==> src/rtl/tx_arbiter_break.sv <==
// Purpose: merge CHANNELS byte sources into one UART TX stream with RR arbitration and line-break generation.
// Latency: a byte pushed into an empty FIFO at edge N is presented on o_m_valid after edge N+1.
// Backpressure: o_s_ready drops when a channel FIFO is full; o_m_data holds until i_m_ready; breaks wait for the line to drain.
module tx_arbiter_break #(
  parameter int CHANNELS     = 2,
  parameter int DATA_W       = 8,
  parameter int FIFO_DEPTH   = 16,
  parameter int BREAK_CYCLES = 24000,
  parameter int GUARD_CYCLES = 1200
) (
  input  logic                       i_clk,
  input  logic                       i_rst_n,
  input  logic [CHANNELS*DATA_W-1:0] i_s_data,
  input  logic [CHANNELS-1:0]        i_s_valid,
  output logic [CHANNELS-1:0]        o_s_ready,
  input  logic [CHANNELS-1:0]        i_break_req,
  output logic [DATA_W-1:0]          o_m_data,
  output logic                       o_m_valid,
  input  logic                       i_m_ready,
  input  logic                       i_tx_busy,
  output logic                       o_break,
  output logic                       o_break_busy
);

  localparam int PTR_W  = $clog2(FIFO_DEPTH);
  localparam int CNT_W  = PTR_W + 1;
  localparam int IDX_W  = (CHANNELS > 1) ? $clog2(CHANNELS) : 1;
  localparam int MAX_C  = (BREAK_CYCLES > GUARD_CYCLES) ? BREAK_CYCLES : GUARD_CYCLES;
  localparam int CNT_BW = $clog2(MAX_C + 1);

  typedef enum logic [1:0] {
    ST_IDLE,
    ST_DRAIN,
    ST_BREAK,
    ST_GUARD
  } state_t;

  state_t              state;
  state_t              state_nxt;
  logic [CNT_BW-1:0]   cnt;
  logic [CNT_BW-1:0]   cnt_nxt;
  logic                pend;
  logic                pend_nxt;
  logic                any_req;

  logic [CHANNELS-1:0] empty;
  logic [DATA_W-1:0]   head_dat [CHANNELS];
  logic [IDX_W-1:0]    last_grant;
  logic [IDX_W-1:0]    grant_idx;
  logic                grant_vld;
  logic [IDX_W-1:0]    cand_idx;
  int                  cand_sum;
  logic                load;

  assign any_req = |i_break_req;

  // Output loads only while idle, when the holding register is free or being emptied this cycle.
  assign load = (state == ST_IDLE) && (!o_m_valid || i_m_ready) && grant_vld;

  // Per-channel FIFO: registered count gives o_s_ready; the head entry is read combinationally.
  for (genvar k = 0; k < CHANNELS; k++) begin : g_ch
    logic [DATA_W-1:0] mem [FIFO_DEPTH];
    logic [PTR_W-1:0]  wr_ptr;
    logic [PTR_W-1:0]  rd_ptr;
    logic [CNT_W-1:0]  count;
    logic              push;
    logic              pop;

    assign o_s_ready[k] = (count != CNT_W'(FIFO_DEPTH));
    assign empty[k]     = (count == '0);
    assign push         = i_s_valid[k] && o_s_ready[k];
    assign pop          = load && (grant_idx == IDX_W'(k));
    assign head_dat[k]  = mem[rd_ptr];

    // Storage array needs no reset; only written on an accepted push.
    always_ff @(posedge i_clk) begin
      if (push) begin
        mem[wr_ptr] <= i_s_data[k*DATA_W +: DATA_W];
      end
    end

    // Pointers wrap naturally (power-of-two depth); count tracks occupancy.
    always_ff @(posedge i_clk or negedge i_rst_n) begin
      if (!i_rst_n) begin
        wr_ptr <= '0;
        rd_ptr <= '0;
        count  <= '0;
      end else begin
        if (push) wr_ptr <= wr_ptr + PTR_W'(1);
        if (pop)  rd_ptr <= rd_ptr + PTR_W'(1);
        count <= count + CNT_W'(push) - CNT_W'(pop);
      end
    end
  end

  // Round-robin pick: first non-empty channel after the last grant, wrapping to 0.
  always_comb begin
    grant_vld = 1'b0;
    grant_idx = '0;
    cand_sum  = 0;
    cand_idx  = '0;
    for (int i = 1; i <= CHANNELS; i++) begin
      cand_sum = int'(last_grant) + i;
      if (cand_sum >= CHANNELS) cand_sum = cand_sum - CHANNELS;
      cand_idx = IDX_W'(cand_sum);
      if (!grant_vld && !empty[cand_idx]) begin
        grant_vld = 1'b1;
        grant_idx = cand_idx;
      end
    end
  end

  // Output holding register and RR pointer; reset pointer makes ch0 win first.
  always_ff @(posedge i_clk or negedge i_rst_n) begin
    if (!i_rst_n) begin
      o_m_valid  <= 1'b0;
      o_m_data   <= '0;
      last_grant <= IDX_W'(CHANNELS - 1);
    end else if (load) begin
      o_m_valid  <= 1'b1;
      o_m_data   <= head_dat[grant_idx];
      last_grant <= grant_idx;
    end else if (i_m_ready) begin
      o_m_valid  <= 1'b0;
    end
  end

  // Break sequencer state, counter, pending flag and registered line controls.
  always_ff @(posedge i_clk or negedge i_rst_n) begin
    if (!i_rst_n) begin
      state        <= ST_IDLE;
      cnt          <= '0;
      pend         <= 1'b0;
      o_break      <= 1'b0;
      o_break_busy <= 1'b0;
    end else begin
      state        <= state_nxt;
      cnt          <= cnt_nxt;
      pend         <= pend_nxt;
      o_break      <= (state_nxt == ST_BREAK);
      o_break_busy <= (state_nxt != ST_IDLE);
    end
  end

  // Next-state: drain the in-flight byte, hold break, then guard; one extra break if requested late.
  always_comb begin
    state_nxt = state;
    cnt_nxt   = cnt;
    pend_nxt  = pend;
    case (state)
      ST_IDLE: begin
        if (any_req) state_nxt = ST_DRAIN;
      end
      ST_DRAIN: begin
        if (!o_m_valid && !i_tx_busy) begin
          state_nxt = ST_BREAK;
          cnt_nxt   = CNT_BW'(BREAK_CYCLES - 1);
        end
      end
      ST_BREAK: begin
        if (any_req) pend_nxt = 1'b1;
        if (cnt == '0) begin
          state_nxt = ST_GUARD;
          cnt_nxt   = CNT_BW'(GUARD_CYCLES - 1);
        end else begin
          cnt_nxt = cnt - CNT_BW'(1);
        end
      end
      ST_GUARD: begin
        if (cnt == '0) begin
          state_nxt = (pend || any_req) ? ST_DRAIN : ST_IDLE;
          pend_nxt  = 1'b0;
        end else begin
          cnt_nxt = cnt - CNT_BW'(1);
          if (any_req) pend_nxt = 1'b1;
        end
      end
      default: state_nxt = ST_IDLE;
    endcase
  end

endmodule
==> config.mk <==
export PLATFORM = sky130hd
export DESIGN_NAME = tx_arbiter_break
export DESIGN_NICKNAME = d
export VERILOG_FILES = /design/src/rtl/tx_arbiter_break.sv
export SDC_FILE = /design/constraint.sdc
export NUM_CORES = 1
export LEC_CHECK = 0
export BUFFER_PORTS_ARGS = -buffer_cell sky130_fd_sc_hd__buf_2
export CAP_MARGIN = 20
export CORE_UTILIZATION = 35
export CTS_BUF_LIST = sky130_fd_sc_hd__clkbuf_2
export DETAILED_ROUTE_END_ITERATION = 6
export GPL_TIMING_DRIVEN = 0
export PLACE_DENSITY = 0.56
export SYNTH_ARGS = -nofsm -noshare
export SYNTH_HDL_FRONTEND = slang
export SYNTH_SLANG_ARGS = --single-unit
export TNS_END_PERCENT = 10
==> constraint.sdc <==
create_clock -name i_clk -period 3.3 [get_ports i_clk]
set_input_delay 0.33 -clock i_clk [delete_from_list [all_inputs] [get_ports i_clk]]
set_output_delay 0.33 -clock i_clk [all_outputs]
set_load 0.02 [all_outputs]
Word level (Yosys, flattened, before mapping)
Memories as Yosys holds them, arrays and structs flattened. Cells that the tools add are included.

Input bits: 24. Output and inout port bits: 13. Flip-flop bits (word level): 56. Bits in writable memories: 256. Memories kept: 2. Word-level logic and storage cells: 99.

$lt $le $gt $ge: 5. Bitwise logic cells: 2. Eq/ne operators: 8. $add $sub $neg: 13. Reductions and logical operators: 23. Muxes and demuxes: 32.

Memory list: g_ch[0].mem (depth 16, width 8, rd ports 1, clocked after Yosys merged registers in 0, wr ports 1, RTL line 62) `logic [DATA_W-1:0] mem [FIFO_DEPTH];`; g_ch[1].mem (depth 16, width 8, rd ports 1, clocked after Yosys merged registers in 0, wr ports 1, RTL line 62).

Operators with widths (number): $mux W15 (3); $pmux W15 S3 (1); $mux W8 (3); $mux W1 (19); $add A4 B1 Y4 const B (4); $logic_not A15 Y1 (1); $sub A15 B1 Y15 const B (1); $add A5 B1 Y5 (2); $logic_not A5 Y1 (2); $ne A5 B5 Y1 const B (2); $sub A5 B1 Y5 (2); $logic_and A1 B1 Y1 (8); $mux W2 (4); $pmux W2 S4 (1); $eq A2 B2 Y1 const B (3); $reduce_bool A2 Y1 (3); $ge A2 B2 Y1 const B (2); $lt A1 B2 Y1 const B (2); $ne A2 B2 Y1 const B (2); $add A1 B2 Y3 const B (1); $ge A3 B2 Y1 const B (1); $logic_not A1 Y1 (3); $reduce_and A3 Y1 (1); $reduce_bool A3 Y1 (1); 9 further kinds (11).

Depth between registers and ports, before layout
Depth in word-level cells: 12. Depth in mapped cells: 14. Gate-level depth less buffers: 14.

Least setup slack after synthesis
No wires, ideal clock.

Path type: register to register. Start: register g_ch[1].count[3]. End: register g_ch[1].count[4]. Arrival time: 2714 ps. Library setup time: 123 ps. Clock period less this slack: 2837 ps. Slack: 463 ps. Buffers on the path: 1. Stages on the path, launching flop included: 14. Data required time: 3177 ps. Cells stage by stage: dfrtp_1 > inv_1 > ha_1 > or4b_1 > o2111a_1 > buf_2 > ha_1 > inv_1 > ha_1 > fa_1 > a21oi_1 > nor2_1 > nor2_1 > xnor2_1.

Cells in the longest elaborated chain, start to end: 9. Elaborated cells on any way between the ends: 17. Those cells by class: add/sub (2); eq/ne (1); mux (8); reduce/logical (6).

RTL lines: start, declared (RTL line 65) `logic [CNT_W-1:0] count;`; start signal, assigned (RTL line 91) `count <= count + CNT_W'(push) - CNT_W'(pop);`; $logic_not A5 Y1 * (RTL line 70) `assign empty[k] = (count == '0);`; $mux W1 (implied by the code) (2 in a row) (RTL line 106) `if (!grant_vld && !empty[cand_idx]) begin`; $logic_not A1 Y1 (RTL line 106); $logic_and A1 B1 Y1 (RTL line 106); $mux W1 (RTL line 106); $logic_and A1 B1 Y1 (RTL line 58) `assign load = (state == ST_IDLE) && (!o_m_valid || i_m_ready) && grant_vld;`; $logic_and A1 B1 Y1 * (RTL line 72) `assign pop = load && (grant_idx == IDX_W'(k));`; via g_ch[1].pop (RTL line 67) `logic pop;`; $sub A5 B1 Y5 * (RTL line 91).

Mark *: on every way through the listed nets, which the timed path passes. The rest lies on a longest branch. The select of a mux whose other input is x is not followed. A chain may end at the register's enable or synchronous reset.

Worst setup path in the final report
Start: register g_ch[1].count[2]. End: register g_ch[1].count[4].

Same word-level chain as after synthesis.

==> flow_summary.toml <==
[routing]
drc_errors = 0
firstDrtPassIters = 4
routedWlPerCell_um = 19.7
final_antenna_net_count = 0
vias_per_cell = 5.04
drt-total-wl_um = 27900
num_vias = 7122
initialDrtViolationCount = 512

[status]
status = "finished, final reports clean"

[final_layout]
finalNetCount = 928
fin_util_pct = 40.8
area_delta_synth_final_pct = 14.8
drive_gt1_share_pct = 28.6
nFillCells = 3336
finalNonFillerCells = 1413

[critical_path]
r2r_slack_ps = 230
slowest_delay_ps = 490
worst-path-max-fanout = 10
start_kind = "register"
critPathSlowestCell = "or4b_4"
cp.buffers_inverters = 3
worstPathCellList = "inv_1 > ha_1 > or4b_4 > o2111a_2 > buf_2 > ha_1 > inv_1 > ha_1 > fa_1 > a21oi_2 > nor2_1 > nor2_1 > xnor2_1"
end_kind = "register"
arrival_ps = 3910
required_ps = 4140
critical-path-top-delay-family = "adder cells"
critPathKind = "reg -> reg"
cp_common_cell = "ha_1"

[global_routing]
grt_pass1_wl_um = 42500
track_usage_pct = 15.0
grt_pass1_vias = 7350
grt_max_degree = 33
grt-ovfl-total = 0
antenna_found_initial = 1

[clock_network]
numCtsBuffers = 80
cts_max_level = 3
cts_sinks = 312
cts_max_path_buffers = 3
clock-root-buffer = "clkbuf_2"
cts_tree = "built"
clkLatencyLatePin_ps = 910
path_clk_slew_ps = 100

[floorplan]
io_pins = 37
dieArea_sq_mm = 0.0380
die_w_um = 195
die_h_um = 195
core_area_sq_mm = 0.0366
rows = 70
initial_core_util_pct = 35.6

[logic_synthesis]
avgSynthCellArea_sq_um = 17.9
yosys_warnings = 0
synthTopCellsByArea = "edfxtp_1 59%, dfrtp_1 11%, mux4_2 8.5%"
synth_area_sq_mm = 0.0130
synth-seq-cells = 312
ys_types = 68
synth_mux_area_share_pct = 13.1
synth_edf_count = 256
synth_seq_area_share_pct = 69.8
synthSimpleGateAreaFrac_pct = 5.67
async_reset_ff_share_pct = 17.9
synth_adder_area_share_pct = 2.61
synth_top_area_share_pct = 59.0
synth_compound_area_share_pct = 4.98
synth-main-ff-cell = "edfxtp_1"
synth_area_leader_cell = "edfxtp_1"
syn_nets = 779
synth_cells = 729
synth_top_family_by_area = "multiplexers"
synth_xor_xnor_area_share_pct = 1.48

[timing]
period_share_pct = 93.0
fin_setup_tns_ps = 0
finalSetupViolCount = 0
clock.fmax_mhz = 326
finalWorstSetupSlack_ps = 230
slew_viol_final = 0
tightest_slew_ps = 1120
worst_clock_skew_ps = 80.7
rsz0062_at_grt = "false"
hold_viol = 0
fin_crit_ps = 3070
slew_headroom_pct = 25.3

[placement]
gp_congestion = 0.831
hpwl_um = 18300
post-place-cells = 1239
pre_cts_ws_ps = 83.3
io_buffers = 36

[power_and_ir_drop]
power.leakage_uw = 0.00525
power_uw = 8770
power.density_mw_per_mm2 = 587
vdd_drop_max_mv = 0.193

[job]
maxCapViolCount = 0

[hold_path]
hp-class = "in -> reg"
## flip-flops by register name, indices dropped and copies added (netlist names)
signal        count
g_ch.rd_ptr       8
cnt              15
o_break           1
pend              1
state             2
g_ch.count       10
o_break_busy      1
last_grant        1
o_m_data          8
g_ch.mem        256
o_m_valid         1
g_ch.wr_ptr       8
## logic make-up after synthesis
kind of cell,count (synthesis)
compound gates,88
xor+xnor,22
fa+ha+maj,26
buf+inv,63
flops,312
mux,84
simple gates,134
## what timing repair did
item | 4_1_cts | 5_1_grt
buffers inserted | 0 | 1
hold buffers | 25 | 0
gates resized for setup | 0 | 9
setup endpoints to repair | 0 | 2
endpoints found under the hold margin | 325 | 0
## synth_stat cells, types with 4 or more instances
master	instances
mux4_1	15
a22o_1	6
o21ai_0	11
nor3b_1	4
inv_1	30
nor2_1	29
a31oi_1	6
nand2_1	25
buf_6	4
a21oi_1	11
buf_2	8
nor2b_1	5
nand3_1	5
a32oi_1	6
nand2b_1	5
and2_1	12
nor3_1	12
o211ai_1	5
mux2i_1	10
xnor2_1	15
clkbuf_1	11
nor4_1	8
ha_1	24
xor2_1	7
buf_1	4
a22oi_1	13
nand4_1	8
edfxtp_1	256
dfrtp_1	55
mux2_2	10
mux4_2	49
## power breakdown
group          switching (uW)  leakage (uW)  internal [uW]
registers                 156       0.00297           4710
logic                     791       0.00172            485
clock network            1540      0.000565           1090
total                    2490       0.00525           6280
## cell usage in the layout, fill, tap and decap left out, types with 4 or more instances in the layout
cell             n
a22oi_1         13
and2_1          11
nor4_1           4
mux2i_1         10
nor2_1          29
nor3_1           9
mux4_1          15
a21oi_1         10
o211ai_1         5
nand4_1          8
mux2_2          10
xor2_1           7
a22o_1           6
inv_2            4
nand2_1         25
nand3_1          5
clkbuf_1        10
clkinv_1        22
ha_1            24
dfrtp_1         55
nand2b_1         5
a32oi_1          6
a31oi_1          6
inv_1           29
buf_1            4
mux4_2          49
clkinv_2         5
nor2b_1          5
nor4_2           6
xnor2_1         15
clkbuf_2       113
buf_6            4
buf_2           45
dlygate4sd3_1   24
o21ai_0         11
buf_4            8
nor3b_1          4
edfxtp_1       256
## routing by layer
| metal | track usage [%] | up-vias | part of all wire [%] |
|---|---|---|---|
| met2 | 23.4 | 196 | 47 |
| met5 | 0 | - | 0 |
| met1 | 19.9 | 3600 | 45 |
| met3 | 4.46 | 47 | 6.2 |
| met4 | 5.57 | 0 | 1.8 |
| li1 | - | 3279 | - |
## stage by stage
step / area [sq um] / hold WS [ps]
floorplan: 13000 / 34.4
global placement: 13800 / 483
detailed placement: 13900 / 391
CTS: 14900 / 269
global route: 14900 / 285
finish: 14900 / 340
## path summary, 6_finish.rpt
check / end / cells after the start / start
worst max register to register: g_ch[1].count[4] / 13 / g_ch[1].count[2]
max in group asynchronous: last_grant / 4 / i_rst_n
worst min register to register: o_m_data[6] / 2 / o_m_data[6]
worst max-delay path: g_ch[1].count[4] / 13 / g_ch[1].count[2]
min in group asynchronous: g_ch[0].rd_ptr[1] / 4 / i_rst_n
worst min-delay path: g_ch[0].mem[11][6] / 2 / i_s_data[6]
## layout make-up
type | count | area, sq um | area share, %
Timing Repair Buffer | 68 | 503 | 3.37
Multi-Input combinational cell | 354 | 3700 | 24.8
Sequential cell | 312 | 9090 | 60.8
Antenna cell | 3 | 7.51 | 0.0502
Clock inverter | 33 | 186 | 1.25
Tap cell | 468 | 586 | 3.92
Inverter | 32 | 126 | 0.846
Clock buffer | 113 | 566 | 3.78
Buffer | 30 | 180 | 1.21
(Power assumes the default switching activity.)
